[config.mk]
export PLATFORM = sky130hd
export DESIGN_NAME = imem_fetch_ctrl_flat
export DESIGN_NICKNAME = d
export VERILOG_FILES = /design/src/rtl/imem_fetch_if.sv /design/src/rtl/imem_fetch_ctrl.sv /design/src/flat_wrapper.sv
export SDC_FILE = /design/constraint.sdc
export NUM_CORES = 1
export LEC_CHECK = 0
export BUFFER_PORTS_ARGS = -buffer_cell sky130_fd_sc_hd__buf_2
export CAP_MARGIN = 10
export CELL_PAD_IN_SITES_DETAIL_PLACEMENT = 1
export CELL_PAD_IN_SITES_GLOBAL_PLACEMENT = 1
export CORE_ASPECT_RATIO = 1.2
export CORE_MARGIN = 2
export CORE_UTILIZATION = 46
export CTS_CLUSTER_DIAMETER = 200
export CTS_CLUSTER_SIZE = 28
export DETAILED_ROUTE_END_ITERATION = 10
export PLACE_DENSITY = 0.85
export SLEW_MARGIN = 25
export SYNTH_ARGS = -nofsm -noshare
export SYNTH_HDL_FRONTEND = slang
export SYNTH_SLANG_ARGS = --single-unit
export TNS_END_PERCENT = 20
[constraint.sdc]
create_clock -name clk -period 7.1 [get_ports clk]
set_input_delay 0.71 -clock clk [delete_from_list [all_inputs] [get_ports clk]]
set_output_delay 0.71 -clock clk [all_outputs]
set_load 0.02 [all_outputs]
[src/rtl/imem_fetch_if.sv]
// imem_fetch_if: memory, decode, redirect and fault signals of the fetch sequencer
interface imem_fetch_if;
  logic [31:0] mem_addr;
  logic [31:0] mem_rdata;
  logic        out_valid;
  logic [31:0] out_instr;
  logic [31:0] out_pc;
  logic        out_ready;
  logic        redirect_valid;
  logic [31:0] redirect_pc;
  logic        fault;
  logic [31:0] fault_pc;
  modport master (
    output mem_addr, out_valid, out_instr, out_pc, fault, fault_pc,
    input  mem_rdata, out_ready, redirect_valid, redirect_pc
  );
  modport slave (
    input  mem_addr, out_valid, out_instr, out_pc, fault, fault_pc,
    output mem_rdata, out_ready, redirect_valid, redirect_pc
  );
endinterface

[src/rtl/imem_fetch_ctrl.sv]
// imem_fetch_ctrl: fetch PC sequencer with 2-entry tagged queue, redirect flush and fetch fault
module imem_fetch_ctrl #(
  parameter int          DEPTH    = 40,
  parameter logic [31:0] RESET_PC = 32'h0000_0000
) (
  input logic          clk,
  input logic          rst,
  imem_fetch_if.master bus
);
  typedef enum logic {RUN, FAULT} state_t;
  localparam logic [29:0] DEPTH_W = 30'(DEPTH);
  state_t      state, state_n;
  logic [31:0] fetch_pc, pc_inflight, fault_pc_q;
  logic        inflight, hd, valid;
  logic [1:0]  count;
  logic [31:0] q_instr [2];
  logic [31:0] q_pc    [2];
  logic        redir, pop, push, room, legal, attempt, issue;
  assign redir         = bus.redirect_valid;
  assign valid         = count != 2'd0;
  assign bus.mem_addr  = {2'b00, fetch_pc[31:2]};
  assign bus.out_valid = valid;
  assign bus.out_instr = valid ? q_instr[hd] : '0;
  assign bus.out_pc    = valid ? q_pc[hd] : '0;
  assign bus.fault     = state == FAULT;
  assign bus.fault_pc  = fault_pc_q;
  always_comb begin
    pop     = valid & bus.out_ready & ~redir;
    push    = inflight & ~redir;
    // occupancy plus the outstanding read, less what decode takes now, must leave a slot
    room    = ({1'b0, count} + {2'b00, inflight}) < (3'd2 + {2'b00, pop});
    legal   = fetch_pc[1:0] == 2'b00 && fetch_pc[31:2] < DEPTH_W;
    attempt = state == RUN && !redir && room;
    issue   = attempt && legal;
    state_n = redir ? RUN : (attempt && !legal) ? FAULT : state;
  end
  always_ff @(posedge clk) begin
    if (rst) begin
      state       <= RUN;
      fetch_pc    <= RESET_PC;
      inflight    <= 1'b0;
      pc_inflight <= '0;
      count       <= 2'd0;
      hd          <= 1'b0;
      fault_pc_q  <= '0;
    end else begin
      state       <= state_n;
      inflight    <= issue;
      pc_inflight <= issue ? fetch_pc : pc_inflight;
      fetch_pc    <= redir ? bus.redirect_pc : issue ? fetch_pc + 32'd4 : fetch_pc;
      fault_pc_q  <= redir ? '0 : (attempt && !legal) ? fetch_pc : fault_pc_q;
      count       <= redir ? 2'd0 : count + 2'(push) - 2'(pop);
      hd          <= redir ? 1'b0 : hd ^ pop;
      if (push) begin
        q_instr[hd ^ count[0]] <= bus.mem_rdata;
        q_pc[hd ^ count[0]]    <= pc_inflight;
      end
    end
  end
  assert property (@(posedge clk) disable iff (rst) count != 2'd3 && !(push && !pop && count == 2'd2));
endmodule

[src/flat_wrapper.sv]
// flat-port wrapper written by rule: the top's interface ports become plain ports
module imem_fetch_ctrl_flat 
#(
  parameter int          DEPTH    = 40,
  parameter logic [31:0] RESET_PC = 32'h0000_0000
)
  (clk, rst, bus_mem_addr, bus_out_valid, bus_out_instr, bus_out_pc, bus_fault, bus_fault_pc, bus_mem_rdata, bus_out_ready, bus_redirect_valid, bus_redirect_pc);
  imem_fetch_if bus_i ();
  input logic clk;
  input logic rst;
  output wire logic [$bits(bus_i.mem_addr)-1:0] bus_mem_addr;
  output wire logic [$bits(bus_i.out_valid)-1:0] bus_out_valid;
  output wire logic [$bits(bus_i.out_instr)-1:0] bus_out_instr;
  output wire logic [$bits(bus_i.out_pc)-1:0] bus_out_pc;
  output wire logic [$bits(bus_i.fault)-1:0] bus_fault;
  output wire logic [$bits(bus_i.fault_pc)-1:0] bus_fault_pc;
  input wire logic [$bits(bus_i.mem_rdata)-1:0] bus_mem_rdata;
  input wire logic [$bits(bus_i.out_ready)-1:0] bus_out_ready;
  input wire logic [$bits(bus_i.redirect_valid)-1:0] bus_redirect_valid;
  input wire logic [$bits(bus_i.redirect_pc)-1:0] bus_redirect_pc;
  assign bus_mem_addr = bus_i.mem_addr;
  assign bus_out_valid = bus_i.out_valid;
  assign bus_out_instr = bus_i.out_instr;
  assign bus_out_pc = bus_i.out_pc;
  assign bus_fault = bus_i.fault;
  assign bus_fault_pc = bus_i.fault_pc;
  assign bus_i.mem_rdata = bus_mem_rdata;
  assign bus_i.out_ready = bus_out_ready;
  assign bus_i.redirect_valid = bus_redirect_valid;
  assign bus_i.redirect_pc = bus_redirect_pc;
  imem_fetch_ctrl #(.DEPTH(DEPTH), .RESET_PC(RESET_PC)) u_core (.clk(clk), .rst(rst), .bus(bus_i));
endmodule
Word level (Yosys, flattened, before mapping)
Memories as Yosys holds them, arrays and structs flattened. A register that Yosys moved wholly into a read port is not among the register bits. Index checks and enable logic that the tools add are counted.

Multiplexer cells: 9. Add/sub/neg operators: 5. Bitwise operators: 7. Order comparisons: 2. Reduce and logical (&&, ||, !) cells: 11.

Operators with widths (count): 2-to-1 mux 32 bit (4); adder 32 x 3 -> 32 bit, second input constant (1); less-than comparator 30 x 6 -> 1 bit, second input constant (1); logical AND 1 bit (5); 2-to-1 mux 1 bit (5); nonzero test 2 bit (2); adder 2 x 1 -> 3 bit (1); adder 2 x 1 -> 3 bit, first input constant (1); AND 1 bit (3); less-than comparator 3 bit (1); adder 2 x 1 -> 2 bit (1); logical NOT 1 bit (2); logical NOT 2 bit (1); NOT 1 bit (2); OR reduction 2 bit (1); subtractor 2 x 1 -> 2 bit (1); XOR 1 bit (2).

Memories: 2. Logic and storage cells: 43. RAM bits: 128. Bits in registers: 101.

Memories: u_core.q_instr (depth 2, bits a word 32, read ports 1, clocked after memory_dff 1, wr ports 1, RTL line imem_fetch_ctrl.sv:16) `logic [31:0] q_instr [2];`; u_core.q_pc (depth 2, bits a word 32, read ports 1, clocked after memory_dff 1, wr ports 1, RTL line imem_fetch_ctrl.sv:17) `logic [31:0] q_pc [2];`.

Depth between registers and ports, before layout
Depth in word-level cells: 9. Mapped depth: 8. Mapped depth without buffers: 7.

Worst setup path after synthesis
Ideal clock, no wire load.

Path kind: input to register. Start: in bus_redirect_valid. End: mem u_core.q_instr[0][0] (enable). Arrival time: 3.784 ns. Setup time: 0.487 ns. Stages on the path: 4. Setup slack: 2.829 ns. Cell sequence: clkbuf_1 nor2_1 nand2_1 nor2_1.

Word-level cells in the longest chain between the ends: 5.

Ends and longest elaborated chain: start, declared (RTL line flat_wrapper.sv:19) `input wire logic [$bits(bus_i.redirect_valid)-1:0] bus_redirect_valid;`; NOT 1 bit (RTL line imem_fetch_ctrl.sv:29) `push = inflight & ~redir;`; AND 1 bit (RTL line imem_fetch_ctrl.sv:29); 2-to-1 mux 1 bit (RTL line imem_fetch_ctrl.sv:54) `if (push) begin`; 2-to-1 mux 1 bit (RTL line imem_fetch_ctrl.sv:38) `if (rst) begin`; 2-to-1 mux 1 bit (implied by the code) (RTL line imem_fetch_ctrl.sv:55) `q_instr[hd ^ count[0]] <= bus.mem_rdata;`; end, declared (RTL line imem_fetch_ctrl.sv:16).

Every way passes these cells.

==> impl_metrics.env <==
export IMPL_status="finished, final reports clean"
export IMPL_min_path_type="input pin to flop"
export IMPL_fin_crit_ns=2.81
export IMPL_relSlewSlack=0.401
export IMPL_grt_overflow_total=0
export IMPL_postRouteAntennaNets=0
export IMPL_finalWorstSetupSlack_ns=4.29
export IMPL_finClkSkew_ns=0.0279
export IMPL_startpoint_type="flop"
export IMPL_r2r_start="u_core.count[0]"
export IMPL_dieArea_um2=19900
export IMPL_grt_busiest_layer="met2"
export IMPL_synth_cell_types=34
export IMPL_rsz0062_at_grt="no"
export IMPL_die_w_um=129
export IMPL_hold_viol=0
export IMPL_gp_congestion=0.759
export IMPL_synth_area_per_cell_um2=13.3
export IMPL_port_buffers=195
export IMPL_maxCapViolations=0
export IMPL_cts_tree="done"
export IMPL_rows=54
export IMPL_met3_usage=0.0407
export IMPL_drc=0
export IMPL_antenna_cells=0
export IMPL_ys_top_cells_by_count="nor2_1, mux2i_1, edfxtp_1, dfxtp_1, buf_4"
export IMPL_die_h_um=154
export IMPL_hpwl_um=13100
export IMPL_arrival_ns=2.10
export IMPL_clk_insertion_delay_late_ns=0.48
export IMPL_p_per_area_nw_per_um2=229
export IMPL_p_leak_nw=4.07
export IMPL_synth_cell_area_um2=8640
export IMPL_routedWlPerCell_um=18.0
export IMPL_min_to="u_core.q_instr[1][27]"
export IMPL_cts_hold_buf=0
export IMPL_clock_root_buffer="clkbuf_16"
export IMPL_synth_seq_area_share=0.679
export IMPL_synth_seq_cells=229
export IMPL_use_met2=0.356
export IMPL_drive_gt1_frac=0.279
export IMPL_cp_end_kind="primary output"
export IMPL_layout_worst_path_cycle_share=0.396
export IMPL_synth_ff_type="edfxtp_1"
export IMPL_async_reset_ff_frac=0
export IMPL_ir_worst_vdd_uv=153
export IMPL_grt_max_degree=66
export IMPL_cts_buffers=12
export IMPL_max_freq_mhz=356
export IMPL_drv_slew=0
export IMPL_worstMarginPinSlew_ns=0.898
export IMPL_drt_wl_total_um=19100
export IMPL_p_total_mw=2.30
export IMPL_startpoint="u_core.hd"
export IMPL_min_from="bus_mem_rdata[27]"
export IMPL_cpPeakStageDelay_ns=0.76
export IMPL_first_iter_violations=239
export IMPL_via_count=5318
export IMPL_grt_pass1_vias=5611
export IMPL_worstReg2RegEnd="u_core.fetch_pc[2]"
export IMPL_yosys_warnings=0
export IMPL_htree_num_levels=1
export IMPL_nets=876
export IMPL_cts_sinks=229
export IMPL_synth_edff_count=128
export IMPL_cts_buffer_depth=3
export IMPL_yosysMostFrequentCell="nor2_1"
export IMPL_cpMaxStageDelayCell="dfxtp_4"
export IMPL_ctsResizeCount=0
export IMPL_setup_viol_count_final=0
export IMPL_hold_path_depth=1
export IMPL_required_ns=6.39
export IMPL_io_pins=198
export IMPL_path_clk_slew_ns=0.10
export IMPL_path_cells="buf_16 > mux2i_1 > nor2_1 > buf_2"
export IMPL_netlist_instances=649
export IMPL_crit_type="flop to primary output"
export IMPL_first_pass_iters=4
export IMPL_path_max_fanout=35
export IMPL_area_growth_pct=16.4
export IMPL_antenna_found_initial=0
export IMPL_grt_first_pass_wirelength_um=29700
export IMPL_tns_ns=0
export IMPL_post_place_ws_ns=3.80
export IMPL_synth_top_cell_area_share=0.445
export IMPL_grt_use_met1=0.215
export IMPL_reg2regPathDepth=8
export IMPL_vias_per_cell=5.01
export IMPL_grt_use_total=0.187
export IMPL_regToRegSetupSlack_ns=4.59
export IMPL_synth_top_cells_by_area="edfxtp_1, dfxtp_1, mux2i_1"
export IMPL_core_um2=18300
export IMPL_yosys_area_top_type="edfxtp_1"
export IMPL_start_util=0.472
export IMPL_cts_setup_buffers=0
## flip-flops by register name, indices dropped and copies added (netlist names)
name                 count
u_core.bus.fault_pc     32
u_core.bus.fault         1
u_core.q_instr          64
u_core.fetch_pc         32
u_core.inflight          1
u_core.pc_inflight      32
u_core.q_pc             64
u_core.count             2
u_core.hd                1
## report_power, final
part / total, mW / internal [mW] / leakage [nW] / switching, mW
logic: 0.119 / 0.0481 / 1.91 / 0.0712
registers: 1.42 / 1.40 / 1.98 / 0.0166
clock network: 0.761 / 0.351 / 0.179 / 0.411
## area by class of cell
| class | count | area [um2] |
|---|---|---|
| tap | 252 | 315 |
| clock inverter | 1 | 30.0 |
| inverter | 8 | 30.0 |
| clock buffer | 19 | 348 |
| sequential | 229 | 5870 |
| multi-input combinational | 348 | 2390 |
| fill | 1903 | 8260 |
| timing repair buffer | 204 | 1070 |
## cells by family (layout without fill, tap and decap cells)
family          Yosys count  count (layout)  share of synthesized area
flops                   229             229                      0.679
simple gates            194             194                      0.101
mux                     129             129                      0.149
buf+inv                  73             232                     0.0472
compound gates           13              13                     0.0106
fa+ha+maj                 5               5                    0.00724
xor+xnor                  5               5                    0.00507
other cells               1               2                   0.000434
## routing by layer
metal | vias to the layer above | share of wire
met2 | 155 | 0.52
met3 | 19 | 0.064
met4 | 0 | 0.012
met5 | - | 0
met1 | 2624 | 0.40
li1 | 2520 | -
## how the worst max path moves through the flow
stage,endpoint,cells after the start
floorplan,u_core.q_instr[0][0],4
global placement,u_core.pc_inflight[18],8
detailed placement,u_core.pc_inflight[23],8
CTS,u_core.pc_inflight[23],8
global route,bus_out_pc[17],4
finish,bus_out_pc[17],4
## placed cells by master, fill, tap and decap left out, drive strengths merged, types with 2 or more instances in the layout
| master | instances |
|---|---|
| conb | 2 |
| o21ai | 3 |
| inv | 8 |
| buf | 204 |
| nand2 | 2 |
| xor2 | 3 |
| nor2b | 2 |
| clkbuf | 19 |
| nor3 | 3 |
| edfxtp | 128 |
| mux2i | 129 |
| and3 | 4 |
| and2 | 28 |
| ha | 5 |
| a21oi | 3 |
| nand4 | 4 |
| nor4 | 6 |
| dfxtp | 101 |
| a211oi | 2 |
| nor2 | 140 |
| xnor2 | 2 |
## per-stage QoR
| step | area, um2 | instances | hold WS [ns] | utilization |
|---|---|---|---|---|
| after floorplan | 8640 | 650 | 0.417 | - |
| after global placement | 9640 | 1039 | 0.428 | 0.526 |
| after detailed placement | 9660 | 1040 | 0.438 | 0.528 |
| after CTS | 10000 | 1060 | 0.398 | 0.548 |
| after global routing | 10100 | 1061 | 0.399 | 0.549 |
| final | 10100 | 1061 | 0.414 | 0.549 |
## critical path: cells and delay by family, from the launching register on
kind | cells | cell delay, ns
AND/OR/NAND/NOR | 1 | 0.08
multiplexers | 1 | 0.27
flip-flops | 1 | 0.76
buffers and inverters | 2 | 0.52
Note: power is estimated with default switching activity, not from simulation.
